[config.mk]
export PLATFORM = sky130hd
export DESIGN_NAME = inst_encoder
export DESIGN_NICKNAME = d
export VERILOG_FILES = /design/src/rtl/inst_enc_pkg.sv /design/src/rtl/inst_encoder_imm_pack.sv /design/src/rtl/inst_encoder.sv
export SDC_FILE = /design/constraint.sdc
export NUM_CORES = 1
export LEC_CHECK = 0
export ABC_CLOCK_PERIOD_IN_PS = 2100
export BUFFER_PORTS_ARGS = -buffer_cell sky130_fd_sc_hd__buf_4
export CELL_PAD_IN_SITES_DETAIL_PLACEMENT = 1
export CELL_PAD_IN_SITES_GLOBAL_PLACEMENT = 2
export CORE_MARGIN = 2
export CORE_UTILIZATION = 36
export CTS_CLUSTER_SIZE = 14
export DETAILED_ROUTE_END_ITERATION = 8
export GPL_TIMING_DRIVEN = 0
export PLACE_DENSITY_LB_ADDON = 0.2
export SETUP_SLACK_MARGIN = 0.02
export SLEW_MARGIN = 20
export SYNTH_ARGS = -nofsm -noshare
export SYNTH_HDL_FRONTEND = slang
export SYNTH_HIERARCHICAL = 1
export SYNTH_SLANG_ARGS = --single-unit
[constraint.sdc]
create_clock -name clk -period 2.1 [get_ports clk]
set_input_delay 0.63 -clock clk [delete_from_list [all_inputs] [get_ports clk]]
set_output_delay 0.63 -clock clk [all_outputs]
set_load 0.05 [all_outputs]
[src/rtl/inst_enc_pkg.sv]
// Shared types and constants for the RV32I instruction encoder.
// Format codes, base opcodes and the canonical NOP word.
package inst_enc_pkg;

    typedef enum logic [2:0] {
        FMT_R = 3'd0,
        FMT_I = 3'd1,
        FMT_S = 3'd2,
        FMT_B = 3'd3,
        FMT_U = 3'd4,
        FMT_J = 3'd5
    } fmt_e;

    localparam logic [6:0] OP_LUI    = 7'b0110111;
    localparam logic [6:0] OP_AUIPC  = 7'b0010111;
    localparam logic [6:0] OP_JAL    = 7'b1101111;
    localparam logic [6:0] OP_JALR   = 7'b1100111;
    localparam logic [6:0] OP_BRANCH = 7'b1100011;
    localparam logic [6:0] OP_LOAD   = 7'b0000011;
    localparam logic [6:0] OP_STORE  = 7'b0100011;
    localparam logic [6:0] OP_OP_IMM = 7'b0010011;
    localparam logic [6:0] OP_OP     = 7'b0110011;
    localparam logic [6:0] OP_SYSTEM = 7'b1110011;

    // addi x0, x0, 0
    localparam logic [31:0] NOP_INST = 32'h00000013;

endpackage

[src/rtl/inst_encoder_imm_pack.sv]
// Combinational field packer: scatters immediate bits into format-specific slots.
// Optional immediate range checking is enabled by defining INST_ENC_RANGE_CHECK_EN.
module imm_pack
    import inst_enc_pkg::*;
(
    input  logic [2:0]  i_fmt,
    input  logic [6:0]  i_opcode,
    input  logic [4:0]  i_rd,
    input  logic [4:0]  i_rs1,
    input  logic [4:0]  i_rs2,
    input  logic [2:0]  i_funct3,
    input  logic [6:0]  i_funct7,
    input  logic [31:0] i_imm,
    output logic [31:0] o_inst,
    output logic        o_err
);

    logic w_range_err;

`ifdef INST_ENC_RANGE_CHECK_EN
    logic signed [31:0] w_simm;
    logic               w_fit12;
    logic               w_fit13;
    logic               w_fit21;

    assign w_simm  = $signed(i_imm);
    assign w_fit12 = (w_simm >= -32'sd2048)    && (w_simm <= 32'sd2047);
    assign w_fit13 = (w_simm >= -32'sd4096)    && (w_simm <= 32'sd4094);
    assign w_fit21 = (w_simm >= -32'sd1048576) && (w_simm <= 32'sd1048574);

    // Branch/jump offsets are halfword multiples, so bit 0 must be clear.
    always_comb begin
        w_range_err = 1'b0;
        case (i_fmt)
            FMT_I, FMT_S: w_range_err = !w_fit12;
            FMT_B:        w_range_err = !w_fit13 || i_imm[0];
            FMT_U:        w_range_err = |i_imm[11:0];
            FMT_J:        w_range_err = !w_fit21 || i_imm[0];
            default:      w_range_err = 1'b0;
        endcase
    end
`else
    assign w_range_err = 1'b0;
`endif

    always_comb begin
        o_inst = NOP_INST;
        o_err  = 1'b1;
        case (i_fmt)
            FMT_R: begin
                o_inst = {i_funct7, i_rs2, i_rs1, i_funct3, i_rd, i_opcode};
                o_err  = 1'b0;
            end
            FMT_I: begin
                o_inst = {i_imm[11:0], i_rs1, i_funct3, i_rd, i_opcode};
                o_err  = w_range_err;
            end
            FMT_S: begin
                o_inst = {i_imm[11:5], i_rs2, i_rs1, i_funct3, i_imm[4:0], i_opcode};
                o_err  = w_range_err;
            end
            FMT_B: begin
                o_inst = {i_imm[12], i_imm[10:5], i_rs2, i_rs1, i_funct3,
                          i_imm[4:1], i_imm[11], i_opcode};
                o_err  = w_range_err;
            end
            FMT_U: begin
                o_inst = {i_imm[31:12], i_rd, i_opcode};
                o_err  = w_range_err;
            end
            FMT_J: begin
                o_inst = {i_imm[20], i_imm[10:1], i_imm[11], i_imm[19:12], i_rd, i_opcode};
                o_err  = w_range_err;
            end
            default: begin
                o_inst = NOP_INST;
                o_err  = 1'b1;
            end
        endcase
    end

endmodule

[src/rtl/inst_encoder.sv]
// Two-stage valid/ready RV32I instruction encoder with handoff/error counters.
// Immediate range checking is compiled in when INST_ENC_RANGE_CHECK_EN is defined.
module inst_encoder
    import inst_enc_pkg::*;
#(
    parameter int CNT_W = 16
) (
    input  logic             clk,
    input  logic             rst_n,
    input  logic             in_valid,
    output logic             in_ready,
    input  logic [2:0]       in_fmt,
    input  logic [6:0]       in_opcode,
    input  logic [4:0]       in_rd,
    input  logic [4:0]       in_rs1,
    input  logic [4:0]       in_rs2,
    input  logic [2:0]       in_funct3,
    input  logic [6:0]       in_funct7,
    input  logic [31:0]      in_imm,
    output logic             out_valid,
    input  logic             out_ready,
    output logic [31:0]      out_inst,
    output logic             out_err,
    output logic [CNT_W-1:0] cnt_inst,
    output logic [CNT_W-1:0] cnt_err
);

    logic             r_s0_v;
    logic [2:0]       r_s0_fmt;
    logic [6:0]       r_s0_opcode;
    logic [4:0]       r_s0_rd;
    logic [4:0]       r_s0_rs1;
    logic [4:0]       r_s0_rs2;
    logic [2:0]       r_s0_funct3;
    logic [6:0]       r_s0_funct7;
    logic [31:0]      r_s0_imm;

    logic             r_s1_v;
    logic [31:0]      r_s1_inst;
    logic             r_s1_err;

    logic [CNT_W-1:0] r_cnt_inst;
    logic [CNT_W-1:0] r_cnt_err;

    logic             w_s1_rdy;
    logic             w_in_ready;
    logic             w_handoff;
    logic [31:0]      w_pack_inst;
    logic             w_pack_err;

    // A transfer happens on any rising edge where valid && ready; a stage
    // holds its contents while its downstream is not ready, so words are
    // never dropped, duplicated or reordered.
    assign w_s1_rdy   = !r_s1_v || out_ready;
    assign w_in_ready = rst_n && (!r_s0_v || w_s1_rdy);
    assign w_handoff  = r_s1_v && out_ready;

    always_ff @(posedge clk or negedge rst_n) begin
        if (!rst_n) begin
            r_s0_v      <= 1'b0;
            r_s0_fmt    <= 3'd0;
            r_s0_opcode <= 7'd0;
            r_s0_rd     <= 5'd0;
            r_s0_rs1    <= 5'd0;
            r_s0_rs2    <= 5'd0;
            r_s0_funct3 <= 3'd0;
            r_s0_funct7 <= 7'd0;
            r_s0_imm    <= 32'd0;
        end else if (w_in_ready) begin
            r_s0_v <= in_valid;
            if (in_valid) begin
                r_s0_fmt    <= in_fmt;
                r_s0_opcode <= in_opcode;
                r_s0_rd     <= in_rd;
                r_s0_rs1    <= in_rs1;
                r_s0_rs2    <= in_rs2;
                r_s0_funct3 <= in_funct3;
                r_s0_funct7 <= in_funct7;
                r_s0_imm    <= in_imm;
            end
        end
    end

    imm_pack u_imm_pack (
        .i_fmt    (r_s0_fmt),
        .i_opcode (r_s0_opcode),
        .i_rd     (r_s0_rd),
        .i_rs1    (r_s0_rs1),
        .i_rs2    (r_s0_rs2),
        .i_funct3 (r_s0_funct3),
        .i_funct7 (r_s0_funct7),
        .i_imm    (r_s0_imm),
        .o_inst   (w_pack_inst),
        .o_err    (w_pack_err)
    );

    always_ff @(posedge clk or negedge rst_n) begin
        if (!rst_n) begin
            r_s1_v    <= 1'b0;
            r_s1_inst <= 32'd0;
            r_s1_err  <= 1'b0;
        end else if (w_s1_rdy) begin
            r_s1_v <= r_s0_v;
            if (r_s0_v) begin
                r_s1_inst <= w_pack_inst;
                r_s1_err  <= w_pack_err;
            end
        end
    end

    // Counters advance only on an actual handoff and wrap naturally.
    always_ff @(posedge clk or negedge rst_n) begin
        if (!rst_n) begin
            r_cnt_inst <= '0;
            r_cnt_err  <= '0;
        end else if (w_handoff) begin
            r_cnt_inst <= r_cnt_inst + CNT_W'(1);
            if (r_s1_err) begin
                r_cnt_err <= r_cnt_err + CNT_W'(1);
            end
        end
    end

    assign in_ready  = w_in_ready;
    assign out_valid = r_s1_v;
    assign out_inst  = r_s1_inst;
    assign out_err   = r_s1_err;
    assign cnt_inst  = r_cnt_inst;
    assign cnt_err   = r_cnt_err;

endmodule

==> metrics.md <==
| Metric | Value |
|---|---|
| Status | completed |
| Ys Warns | 6 |
| FF-to-FF Start | out_valid |
| WP data required | 1.47 ns |
| DP Worst Slack | 0.0141 ns |
| Endpoints failing setup | 0 |
| HPWL Detailed | 10,500 um |
| Startpoint types | register |
| RSZ-0062 raised after global routing | no |
| CTS resizes | 0 |
| Initial antenna violation count | 0 |
| R2R Path End | r_s0_imm[23] |
| Clk Latency, worst-skew pair | 0.42 ns |
| Mapped Cells | 425 |
| Num rows | 46 |
| M2 GR Usage | 29.3% |
| Pwr per Cell Area | 1310 nW/um2 |
| Crit Path Max Fanout | 7 |
| DRT iter0 DRCs | 101 |
| Worst EP arrival | 1.33 ns |
| Syn_nets | 498 |
| Final Skew | 0.00789 ns |
| Inserted Diodes | 0 |
| CTS sink cnt | 134 |
| Number of global-route vias before repair | 4,378 |
| Netlist cell types | 36 |
| H-tree depth | 4 |
| Avg Cell Area, Syn | 13.8 um2 |
| CP Class | register to primary output |
| Final Max Slew Viols | 0 |
| Flops & latches, synth | 134 |
| Grt met1 use | 21.5% |
| Final period util | 93.1% |
| Min cycle time layout | 1.96 ns |
| Worst hold path class | primary input to async pin |
| Clock Tree Root | clkbuf_16 |
| Die X | 132 um |
| Layout cell share with drive strength beyond 1 | 49.8% |
| Via count | 3,950 |
| Post-synthesis sequential area ratio | 57.1% |
| Leakage | 0.00368 uW |
| Wire length per cell | 18.1 um |
| Vias/cell | 4.89 |
| Gr usage total | 17.6% |
| Met3 usage | 5.88% |
| Boundary Pins | 138 |
| Core area | 15,900 um2 |
| Final Power | 10,100 uW |
| Worst path setup slack after routing | 0.145 ns |
| Routability Congestion | 0.747 |
| Max VDD drop | 0.000791 V |
| Initial Utilization | 36.9% |
| Detailed Route WL | 14,600 um |
| Final Hold Vio Count | 0 |
| Die area | 17,400 um2 |
| Post-CTS setup buffer count | 0 |
| Cell area after synthesis | 5880 um2 |
| Synth-to-Final Area Change | 31.9% |
| Largest net degree at the start of global routing | 84 |
| Clock transition at path regs | 0.05 ns |
| CTS buffer count | 17 |
| Reg-to-reg setup timing slack | 0.49 ns |
| GR peak layer | met2 |
| Total gr overflow | 0 |
| Hold_buf cts | 0 |
| Die Y | 132 um |
| Number of port buffers | 137 |
| Fmax | 0.511 GHz |
| Maxcap violations | 0 |
| Worst reg2reg path depth | 6 |
| ANT nets after route | 0 |
| CTS tree | yes |
| Fin nets | 655 |
| Drt pass-1 iters | 4 |
| Maximum clock path buffer count | 2 |
| CP Capture Type | primary output |
| DRC Markers | 0 |
| Global-route wire length before repair | 23,700 um |
| Worst-margin pin slew | 0.533 ns |
| Slew margin rel. | 64.3% |
-- where the power goes --
part	internal, uW	switching (uW)
clock	1690	1050
combinational	1420	2260
sequential	3240	472
total	6350	3780
-- synthesized netlist by cell type --
library cell	n	area (um2)
and3_1	5	31.3
o2bb2ai_1	4	35.0
mux2_2	85	957
clkbuf_8	2	27.5
buf_4	5	37.5
xor2_1	7	61.3
nand2_4	1	11.3
nor2b_4	1	13.8
buf_8	2	30.0
o22ai_1	7	43.8
a21oi_2	1	8.76
and4_1	2	17.5
nand2b_4	1	13.8
dfrtp_1	134	3350
nand2b_1	3	18.8
buf_2	8	40.0
mux2i_1	3	30.0
nor3_1	3	15.0
a22oi_1	16	120
nand3_1	9	45.0
inv_1	12	45.0
nand4_1	12	75.1
o31ai_1	1	7.51
and2b_2	1	8.76
nand2_1	22	82.6
o21a_4	1	15.0
nor2_1	7	26.3
buf_6	2	22.5
and2_1	7	43.8
o21ai_0	8	40.0
a22o_1	6	52.6
ha_1	2	25.0
a22oi_2	1	12.5
xnor2_1	23	201
mux2_4	20	300
nor2b_1	1	6.26
-- critical path, cell delays in order (launching register included) --
cell and delay (ns):
dfrtp_2 0.44, nand2b_4 0.08, o21a_4 0.21, buf_4 0.19
-- kinds of logic (layout without fill, tap and decap cells) --
kind of cell | count (synthesis) | after routing | share of synthesized area [%]
compound gates | 45 | 45 | 5.71
buf+inv | 31 | 198 | 3.45
mux | 108 | 108 | 21.9
fa+ha+maj | 2 | 2 | 0.426
flops | 134 | 134 | 57.1
xor+xnor | 30 | 30 | 4.47
simple gates | 75 | 75 | 6.96
-- layout make-up --
cell class / count / area [um2]
fill: 1686 / 8200
inverter: 12 / 45.0
timing repair buffer: 138 / 1070
clock buffer: 24 / 482
clock inverter: 5 / 50.0
sequential: 134 / 3350
multi-input combinational: 260 / 2320
buffer: 19 / 158
tap: 216 / 270
-- state kept, by name (all words and copies together), names as in the netlist, 5 cells and up --
register	flops
cnt_err	16
out_inst	32
r_s0_imm	32
cnt_inst	16
r_s0_rs1	5
r_s0_funct7	7
r_s0_rs2	5
r_s0_opcode	7
r_s0_rd	5
-- how the worst max path moves through the flow --
stage                         to  startpoint  slack (ns)  depth (start not counted)
global route            in_ready       rst_n        0.08                          3
detailed placement  r_s0_imm[22]       rst_n        0.01                          6
finish                  in_ready   out_valid        0.14                          3
global placement        in_ready       rst_n       -1.03                          3
CTS                     in_ready       rst_n        0.02                          3
floorplan           r_s0_imm[17]   out_valid        0.20                          6
-- metal layers --
layer / wire length, um / vias up / share of wire [%]
li1: - / 1818 / -
met1: 6190 / 2021 / 42
met2: 7350 / 96 / 50
met3: 842 / 15 / 5.8
met4: 221 / 0 / 1.5
met5: 0 / - / 0
-- cells in the final DEF, fill, tap and decap left out, drive strengths merged --
cell     count
buf        155
dfrtp      134
mux2       105
clkbuf      26
xnor2       23
nand2       23
a22oi       17
inv         12
nand4       12
nand3        9
o21ai        8
nor2         7
xor2         7
and2         7
o22ai        7
a22o         6
and3         5
clkinv       4
o2bb2ai      4
nand2b       4
nor3         3
mux2i        3
and4         2
ha           2
nor2b        2
o21a         1
bufinv       1
and2b        1
a21oi        1
o31ai        1
-- per-stage QoR --
stage | area (um2) | utilization (%) | hold slack [ns] | setup TNS [ns] | cells
6_report | 7750 | 48.6 | 0.0827 | 0 | 808
5_1_grt | 7750 | 48.6 | 0.0989 | 0 | 808
4_1_cts | 7740 | 48.6 | 0.133 | 0 | 808
3_5_place_dp | 7210 | 45.2 | 0.467 | 0 | 779
3_3_place_gp | 7170 | 45.0 | 0.461 | -83.46 | 778
2_1_floorplan | 5880 | - | 0.334 | 0 | 425
No activity file was read; power rests on OpenSTA's default activity.
